$ cat src/rtl/mmr_noc_tx.sv
`default_nettype none
// ============================================================================
//  Module  : mmr_noc_tx
//  Purpose : Captures loadnoc MMR writes that hit the NoC window, buffers them
//            in a small FIFO and serialises each one into a 3-flit packet
//            (head/body/tail) on a valid/ready link.
//  Ports   : clk, reset (async, active-low)
//            mmr_we, mmr_location[31:0], loadnoc_data[31:0]  - WB-stage write
//            noc_ready, noc_valid, noc_flit[17:0]            - NoC link
//            clr_ovf, overflow                               - sticky drop flag
//            fifo_full, fifo_count                           - back-pressure
//            pkt_sent[15:0]                                  - packets completed
//  Rev     : 1.0  initial release
// ============================================================================
module mmr_noc_tx #(
    parameter int          FIFO_DEPTH = 4,
    parameter logic [31:0] NOC_BASE   = 32'h0000_F000,
    parameter logic [7:0]  SRC_ID     = 8'h00
) (
    input  logic                          clk,
    input  logic                          reset,
    input  logic                          mmr_we,
    input  logic [31:0]                   mmr_location,
    input  logic [31:0]                   loadnoc_data,
    input  logic                          noc_ready,
    input  logic                          clr_ovf,
    output logic                          noc_valid,
    output logic [17:0]                   noc_flit,
    output logic                          fifo_full,
    output logic [$clog2(FIFO_DEPTH):0]   fifo_count,
    output logic                          overflow,
    output logic [15:0]                   pkt_sent
);

    localparam int c_AW = $clog2(FIFO_DEPTH);
    localparam int c_CW = c_AW + 1;

    typedef enum logic [1:0] {
        S_IDLE = 2'd0,
        S_HEAD = 2'd1,
        S_BODY = 2'd2,
        S_TAIL = 2'd3
    } state_t;

    // Entry layout: {dest[7:0], payload[31:0]}
    logic [39:0]     r_mem [FIFO_DEPTH];
    logic [c_AW-1:0] r_wr_ptr;
    logic [c_AW-1:0] r_rd_ptr;
    logic [c_CW-1:0] r_count;
    logic            r_full;
    logic            r_overflow;
    logic [15:0]     r_pkt_sent;
    state_t          r_state;
    logic            r_valid;
    logic [17:0]     r_flit;

    state_t          w_state_nxt;
    logic            w_valid_nxt;
    logic [17:0]     w_flit_nxt;
    logic            w_hit;
    logic            w_accept;
    logic            w_pop;
    logic            w_push;
    logic            w_drop;
    logic [c_CW-1:0] w_count_nxt;
    logic [39:0]     w_cur;
    logic [39:0]     w_next_entry;
    logic [39:0]     w_in_entry;

    assign w_hit      = mmr_we && (mmr_location[31:8] == NOC_BASE[31:8]);
    assign w_accept   = r_valid && noc_ready;
    // A packet only leaves the FIFO once its tail flit is accepted.
    assign w_pop      = (r_state == S_TAIL) && w_accept;
    // A full FIFO still takes a write if the tail pop frees a slot on this edge.
    assign w_push     = w_hit && ((r_count != c_CW'(FIFO_DEPTH)) || w_pop);
    assign w_drop     = w_hit && !w_push;
    assign w_count_nxt = r_count + c_CW'(w_push) - c_CW'(w_pop);
    assign w_in_entry = {mmr_location[7:0], loadnoc_data};
    assign w_cur      = r_mem[r_rd_ptr];
    // Entry that follows the one being popped; when the FIFO held only one
    // entry, the follower can only be the write arriving on this same edge.
    assign w_next_entry = (r_count > c_CW'(1)) ? r_mem[r_rd_ptr + c_AW'(1)] : w_in_entry;

    // FIFO storage carries no reset; occupancy is tracked by r_count.
    always_ff @(posedge clk) begin
        if (w_push) begin
            r_mem[r_wr_ptr] <= w_in_entry;
        end
    end

    always_ff @(posedge clk or negedge reset) begin
        if (!reset) begin
            r_wr_ptr   <= '0;
            r_rd_ptr   <= '0;
            r_count    <= '0;
            r_full     <= 1'b0;
            r_overflow <= 1'b0;
            r_pkt_sent <= '0;
        end else begin
            if (w_push) r_wr_ptr <= r_wr_ptr + c_AW'(1);
            if (w_pop)  r_rd_ptr <= r_rd_ptr + c_AW'(1);
            r_count <= w_count_nxt;
            r_full  <= (w_count_nxt == c_CW'(FIFO_DEPTH));
            if (w_drop) begin
                r_overflow <= 1'b1;
            end else if (clr_ovf) begin
                r_overflow <= 1'b0;
            end
            if (w_pop) r_pkt_sent <= r_pkt_sent + 16'd1;
        end
    end

    // Link FSM state and registered outputs
    always_ff @(posedge clk or negedge reset) begin
        if (!reset) begin
            r_state <= S_IDLE;
            r_valid <= 1'b0;
            r_flit  <= '0;
        end else begin
            r_state <= w_state_nxt;
            r_valid <= w_valid_nxt;
            r_flit  <= w_flit_nxt;
        end
    end

    // Next-state logic: outputs hold unless the current flit is accepted,
    // which keeps flit/valid stable under back-pressure.
    always_comb begin
        w_state_nxt = r_state;
        w_valid_nxt = r_valid;
        w_flit_nxt  = r_flit;
        case (r_state)
            S_IDLE: begin
                if (r_count != '0) begin
                    w_state_nxt = S_HEAD;
                    w_valid_nxt = 1'b1;
                    w_flit_nxt  = {2'b01, w_cur[39:32], SRC_ID};
                end
            end
            S_HEAD: begin
                if (w_accept) begin
                    w_state_nxt = S_BODY;
                    w_flit_nxt  = {2'b00, w_cur[15:0]};
                end
            end
            S_BODY: begin
                if (w_accept) begin
                    w_state_nxt = S_TAIL;
                    w_flit_nxt  = {2'b10, w_cur[31:16]};
                end
            end
            S_TAIL: begin
                if (w_accept) begin
                    if (w_count_nxt != '0) begin
                        // Chain straight into the next packet, no idle bubble.
                        w_state_nxt = S_HEAD;
                        w_flit_nxt  = {2'b01, w_next_entry[39:32], SRC_ID};
                    end else begin
                        w_state_nxt = S_IDLE;
                        w_valid_nxt = 1'b0;
                    end
                end
            end
            default: begin
                w_state_nxt = S_IDLE;
                w_valid_nxt = 1'b0;
            end
        endcase
    end

    assign noc_valid  = r_valid;
    assign noc_flit   = r_flit;
    assign fifo_full  = r_full;
    assign fifo_count = r_count;
    assign overflow   = r_overflow;
    assign pkt_sent   = r_pkt_sent;

endmodule
`default_nettype wire

$ cat config.mk
export PLATFORM = sky130hd
export DESIGN_NAME = mmr_noc_tx
export DESIGN_NICKNAME = d
export VERILOG_FILES = /design/src/rtl/mmr_noc_tx.sv
export SDC_FILE = /design/constraint.sdc
export NUM_CORES = 1
export LEC_CHECK = 0
export ABC_AREA = 1
export CAP_MARGIN = 20
export CORE_UTILIZATION = 51
export DETAILED_ROUTE_END_ITERATION = 10
export PLACE_DENSITY = 0.86
export SETUP_SLACK_MARGIN = 0.15
export SLEW_MARGIN = 5
export SYNTH_ARGS = -nofsm -noshare
export SYNTH_HDL_FRONTEND = slang
export SYNTH_SLANG_ARGS = --single-unit
$ cat constraint.sdc
create_clock -name clk -period 3 [get_ports clk]
set_input_delay 0.6 -clock clk [delete_from_list [all_inputs] [get_ports clk]]
set_output_delay 0.6 -clock clk [all_outputs]
set_load 0.03 [all_outputs]
* Word-level counts from Yosys, hierarchy flattened
Memories as Yosys holds them, arrays and structs flattened.
Cells that the tools add are included.
** Word-level totals
- Register bits :: 46
- RAM bits :: 160
- Bits of input ports :: 69
- Output and inout port bits :: 40
- Memories :: 1
** Memories
- r_mem :: words 4, bits a word 40, rd ports 2, clocked after Yosys merged registers in 0, write ports 1, line 46 : logic [39:0] r_mem [FIFO_DEPTH];
** Operators by class
- $add $sub $neg :: 5
- Order comparisons :: 1
- Eq/ne operators :: 12
- Muxes and demuxes :: 21
- Reduce and logical (&&, ||, !) cells :: 15
** Operators by type and width (number)
- $mux 18 :: 5
- $pmux 18 s4 :: 1
- $mux 40 :: 1
- $eq 24x8->1 const B :: 1
- $add 16x1->16 const B :: 1
- $ne 2x2->1 const B :: 5
- $mux 1 :: 8
- $mux 2 :: 4
- $pmux 2 s4 :: 1
- $reduce_and 4->1 :: 2
- $reduce_bool 3->1 :: 2
- $logic_and 1x1->1 :: 5
- $reduce_and 5->1 :: 1
- $add 2x1->2 const B :: 2
- $eq 2x2->1 const B :: 2
- $reduce_bool 2->1 :: 2
- $add 3x1->3 :: 1
- $eq 3x3->1 const B :: 1
- $gt 3x1->1 const B :: 1
- $ne 3x3->1 const B :: 1
- $sub 3x1->3 :: 1
- $eq 2x1->1 const B :: 1
- $logic_not 2->1 :: 1
- $ne 2x1->1 const B :: 1
- other kinds (3) :: 3

* Logic depth before layout (Yosys ltp)
Gate-level depths: netlist (run 1).
- Depth in word-level cells :: 10
- Mapped depth :: 20
- Depth with buffers taken out :: 19

* Worst setup path after synthesis (run 1)
OpenSTA, ideal clock, no wires.
- Path kind :: input -> register
- From :: in noc_ready
- To :: mem r_mem[0][0] (enable)
- Data arrival time :: 2.901 ns
- Required time :: 2.563 ns
- Slack :: -0.338 ns
- Stages on the path :: 6
- Path buffers :: 0
- Cell sequence :: nand2_2 nor2_8 inv_4 nand3_1 nand2_1 nor2_1
** On the way
- Word-level cells in the longest chain between the ends :: 6
** RTL lines
- start, declared :: line 25 : input logic noc_ready,
- $logic_and 1x1->1 :: line 71 : assign w_accept = r_valid && noc_ready;
- $logic_and 1x1->1 :: line 73 : assign w_pop = (r_state == S_TAIL) && w_accept;
- net w_pop :: line 62 : logic w_pop;
- $logic_or 1x1->1 :: line 75 : assign w_push = w_hit && ((r_count != c_CW'(FIFO_DEPTH)) || w_pop);
- $logic_and 1x1->1 :: line 75
- $mux 1 :: line 86 : if (w_push) begin
- $mux 1 (implied by the code) :: line 87 : r_mem[r_wr_ptr] <= w_in_entry;
- end, declared :: line 46
The timed path passes the listed nets, and every way through them passes these cells.

* Worst setup path after layout (run 1)
- From :: reg r_state[1]
- To :: reg r_flit[11] (netlist: noc_flit[11])
** On the way
- Word-level cells in the longest chain between the ends :: 9
- Elaborated cells between the ends (all ways) :: 17
- Those cells by class :: add/sub: 2; eq/ne: 8; mux: 1; reduce/logical: 6
** RTL lines
- start, declared :: line 53 : state_t r_state;
- start signal, assigned :: line 120 : r_state <= w_state_nxt;
- $eq 2x2->1 * :: line 73
- $logic_and 1x1->1 * :: line 73
- net w_pop :: line 62
- $logic_or 1x1->1 :: line 75
- $logic_and 1x1->1 :: line 75
- $add 3x1->3 :: line 77 : assign w_count_nxt = r_count + c_CW'(w_push) - c_CW'(w_pop);
- $sub 3x1->3 * :: line 77
- net w_count_nxt[2] :: line 65 : logic [c_CW-1:0] w_count_nxt;
- $reduce_bool 3->1 * :: line 154 : if (w_count_nxt != '0) begin
- $ne 2x1->1 (no source line) *
- $reduce_and 5->1 (no source line) *
- end signal, assigned :: line 122 : r_flit <= w_flit_nxt;
- end, declared :: line 55 : logic [17:0] r_flit;
The timed path passes the listed nets; every way through them passes the cells marked *.
A chain may end at the register's enable or synchronous reset.

==> impl_metrics.json, run 1 <==
{
  "rsz0062_at_grt": "true",
  "switching_share_pct": 39.3,
  "nNetsFinal": 1238,
  "wire_per_inst_um": 17.1,
  "cpLargestDelayFamily": "adder cells",
  "fp.dieArea_um2": 19200,
  "wirelength_um": 23900,
  "worst-endpoint-arrival_ns": 3.25,
  "fmax_ghz": 0.352,
  "cts_buffer_depth": 3,
  "placementRows": 49,
  "slew_violations": 0,
  "synth_seq_cells": 206,
  "seq_area_frac_synth_pct": 62.7,
  "clk_pin_slew_worst_paths_ns": 0.06,
  "syn_area_um2": 9500,
  "p_int_mw": 6.39,
  "p_total_mw": 10.5,
  "synthToLayoutAreaGrowth_pct": 29.7,
  "drc": 19,
  "clk_latency_ns": 0.53,
  "maxCapViolCount": 0,
  "grt_start_max_net_pins": 66,
  "synth_ff_type": "edfxtp_1",
  "max_stage_delay_ns": 0.40,
  "end_kind": "register",
  "firstDrtPassIters": 8,
  "hold_class": "primary input to async pin",
  "pwr-share-seq_pct": 33.3,
  "finalHoldViolCount": 0,
  "synth_cell_types": 36,
  "ant_nets": 0,
  "coreArea_um2": 18100,
  "worst-path-stages": 20,
  "synth_edf_count": 160,
  "gp_congestion": 0.864,
  "cts_root_buffer": "clkbuf_16",
  "tightest_slew_ns": 0.683,
  "portBuffers": 108,
  "finalCriticalPeriod_ns": 2.84,
  "p_leak_nw": 5.37,
  "vias": 7549,
  "setup_tns_ns": 0,
  "switchingPower_mw": 4.13,
  "hold_ws_ns": 0.107,
  "drtIter0Drc": 681,
  "relSlewSlack_pct": 54.5,
  "syn_avg_cell_area_um2": 9.86,
  "multi_input_area_um2": 2980,
  "grt_first_pass_wirelength_um": 36500,
  "fin_crit_sh_pct": 94.7,
  "vdd_drop_max_uv": 648,
  "via_per_inst": 5.40,
  "async_reset_ff_share_pct": 22.3,
  "antenna_found_initial": 0,
  "setup_viol": 0,
  "start_util_pct": 52.5,
  "combinationalPowerShare_pct": 42.5,
  "num-fill-cells": 1220,
  "antenna_cells": 0,
  "critPathMaxFanout": 7,
  "yosys_warnings": 0,
  "seq_area_um2": 5960,
  "gr-total-overflow": 0,
  "cp_slowest_cell": "dfrtp_1",
  "crit_type": "register to register",
  "io_pins": 109,
  "dp_hpwl_um": 13600,
  "grt_pass1_vias": 7477,
  "die_w_um": 138,
  "worstPathCellList": "ha_4 -> inv_4 -> nor2_8 -> inv_6 -> nand3_4 -> nand2_4 -> ha_4 -> inv_2 -> ha_4 -> fa_2 -> nand2_1 -> nand2_2 -> inv_2 -> nand2_2 -> o21ai_4 -> buf_12 -> buf_12 -> nor2_2 -> nand2_1 -> nand2_1",
  "violations": "DRC",
  "htree_num_levels": 1,
  "worst_setup_path_start_kind": "register",
  "cts_tree": "built",
  "cts_made_buffers": 22,
  "drive_gt1_share_pct": 16.5,
  "synth_nets": 1046,
  "finClkSkew_ns": 0.0206,
  "syn_inst": 963,
  "clock-sinks": 206,
  "die_y_um": 138,
  "status": "finished, violations left",
  "grt_usage_pct": 24.1,
  "crit_buf_inv": 6,
  "p_per_area_nw_per_um2": 855,
  "p_clk_share_pct": 24.2,
  "required_ns": 3.41,
  "reg2regPathDepth": 20
}
## layer usage
metal  global-route usage, %  part of all wire (%)  vias up
li1                        -                     -     3524
met1                    28.8                    38     3581
met2                    43.0                    51      364
met3                    3.74                   7.5       80
met4                    10.6                   3.8        0
met5                       0                     0        -
## power by group through the flow
stage / sequential [mW] / combinational, mW / clock (mW)
after floorplan: 3.73 / 2.60 / 0
after global placement: 3.54 / 3.83 / 0
after detailed placement: 3.54 / 3.98 / 0
after CTS: 3.48 / 4.27 / 2.58
after global routing: 3.52 / 4.86 / 2.69
final: 3.51 / 4.47 / 2.55
## synth_stat cells, drive strengths merged, types with 8 or more instances
master,n,area (µm²)
ha,13,163
o211ai,8,60.1
inv,116,440
edfxtp,160,4800
buf,35,231
dfrtp,46,1150
o21ai,78,402
nand3,43,215
a21oi,24,120
xor2,10,87.6
nor2,128,563
nand2,273,1050
## worst register-to-register path, delay by kind of cell, from the launching register on
family,cells,cell delay (ns)
buffers and inverters,6,0.47
AND/OR/NAND/NOR,9,0.70
adder cells (fa/ha/maj),4,0.96
flip-flops,1,0.40
AO/OA/AOI/OAI,1,0.21
## final timing paths
kind / slack (ns) / end / start
hold / removal: 0.11 / noc_flit[13] / reset
setup / recovery: 0.16 / noc_flit[11] / r_state[1]
setup reg to reg: 0.16 / noc_flit[11] / r_state[1]
min in group clk: 0.49 / noc_flit[17] / noc_flit[17]
max in group asynchronous: 2.13 / noc_flit[15] / reset
hold reg to reg: 0.49 / noc_flit[17] / noc_flit[17]
## timing repair
| action | CTS | global route |
|---|---|---|
| cloned | 1 | 4 |
| pin swaps | 23 | 28 |
| hold buffers | 0 | 0 |
| setup buffers | 53 | 12 |
| resized for setup | 29 | 47 |
| endpoints found under the setup margin | 19 | 182 |
## per-stage QoR
stage          utilization (%)  setup slack [ns]  cell area, µm²  instances
2_1_floorplan                -            -0.256            9530        963
3_3_place_gp              60.5            -0.495           11000       1290
3_5_place_dp              60.5            -0.567           11000       1290
4_1_cts                   66.8             0.170           12100       1383
5_1_grt                   68.1            0.0499           12300       1399
6_report                  68.1             0.159           12300       1399
## placed cells by master (no fill, tap or decap), types with 2 or more instances in the layout
| cell type | n |
|---|---|
| nand2_2 | 7 |
| o21ai_0 | 17 |
| nor3_2 | 2 |
| nand4_1 | 7 |
| nand2_4 | 3 |
| edfxtp_1 | 160 |
| dlygate4sd2_1 | 6 |
| clkbuf_2 | 6 |
| nor2_8 | 4 |
| inv_4 | 2 |
| ha_4 | 3 |
| inv_1 | 98 |
| nor2_2 | 7 |
| clkbuf_16 | 25 |
| inv_2 | 15 |
| buf_12 | 7 |
| nand3b_1 | 2 |
| a21oi_1 | 24 |
| dfrtp_1 | 44 |
| nor3_1 | 5 |
| xnor2_1 | 4 |
| dlymetal6s2s_1 | 4 |
| clkdlybuf4s15_1 | 10 |
| ha_1 | 10 |
| clkdlybuf4s50_1 | 81 |
| clkbuf_1 | 2 |
| nor2_1 | 110 |
| nand2_1 | 263 |
| nand3_1 | 42 |
| nor2_4 | 7 |
| clkinv_2 | 5 |
| buf_4 | 85 |
| inv_6 | 2 |
| clkinv_1 | 6 |
| o21ai_1 | 60 |
| o211ai_1 | 8 |
| xor2_1 | 10 |
## cells by family after synthesis
kind of cell	after synthesis	synth area share, %
and+or+nand+nor	461	20.4
DFF	206	62.7
buffers and inverters	154	7.19
AOI/OAI and AO/OA	114	6.51
xor gates and xnor gates	14	1.29
adders and majority gates	14	1.92
## state kept, by name (all words and copies together), names as in the netlist
register and count:
r_wr_ptr 2, noc_flit 18, noc_valid 1, overflow 1, fifo_count 3, pkt_sent 16, r_state 2, r_mem 160
r_rd_ptr 2, fifo_full 1
## cell type report
cell class	instances	area share, %
Multi-Input combinational cell	603	24.2
Clock buffer	24	4.53
Timing Repair Buffer	206	15.9
Sequential cell	206	48.4
Tap cell	229	2.33
Inverter	116	3.62
Clock inverter	15	1.02
No activity file was read; power rests on OpenSTA's default activity.
==> run 2, diff against run 1 <==
- HOLD_SLACK_MARGIN: default -> 0.02
==> results of run 2 <==
The final DEF is identical to that of run 1; final timing and power are the same.
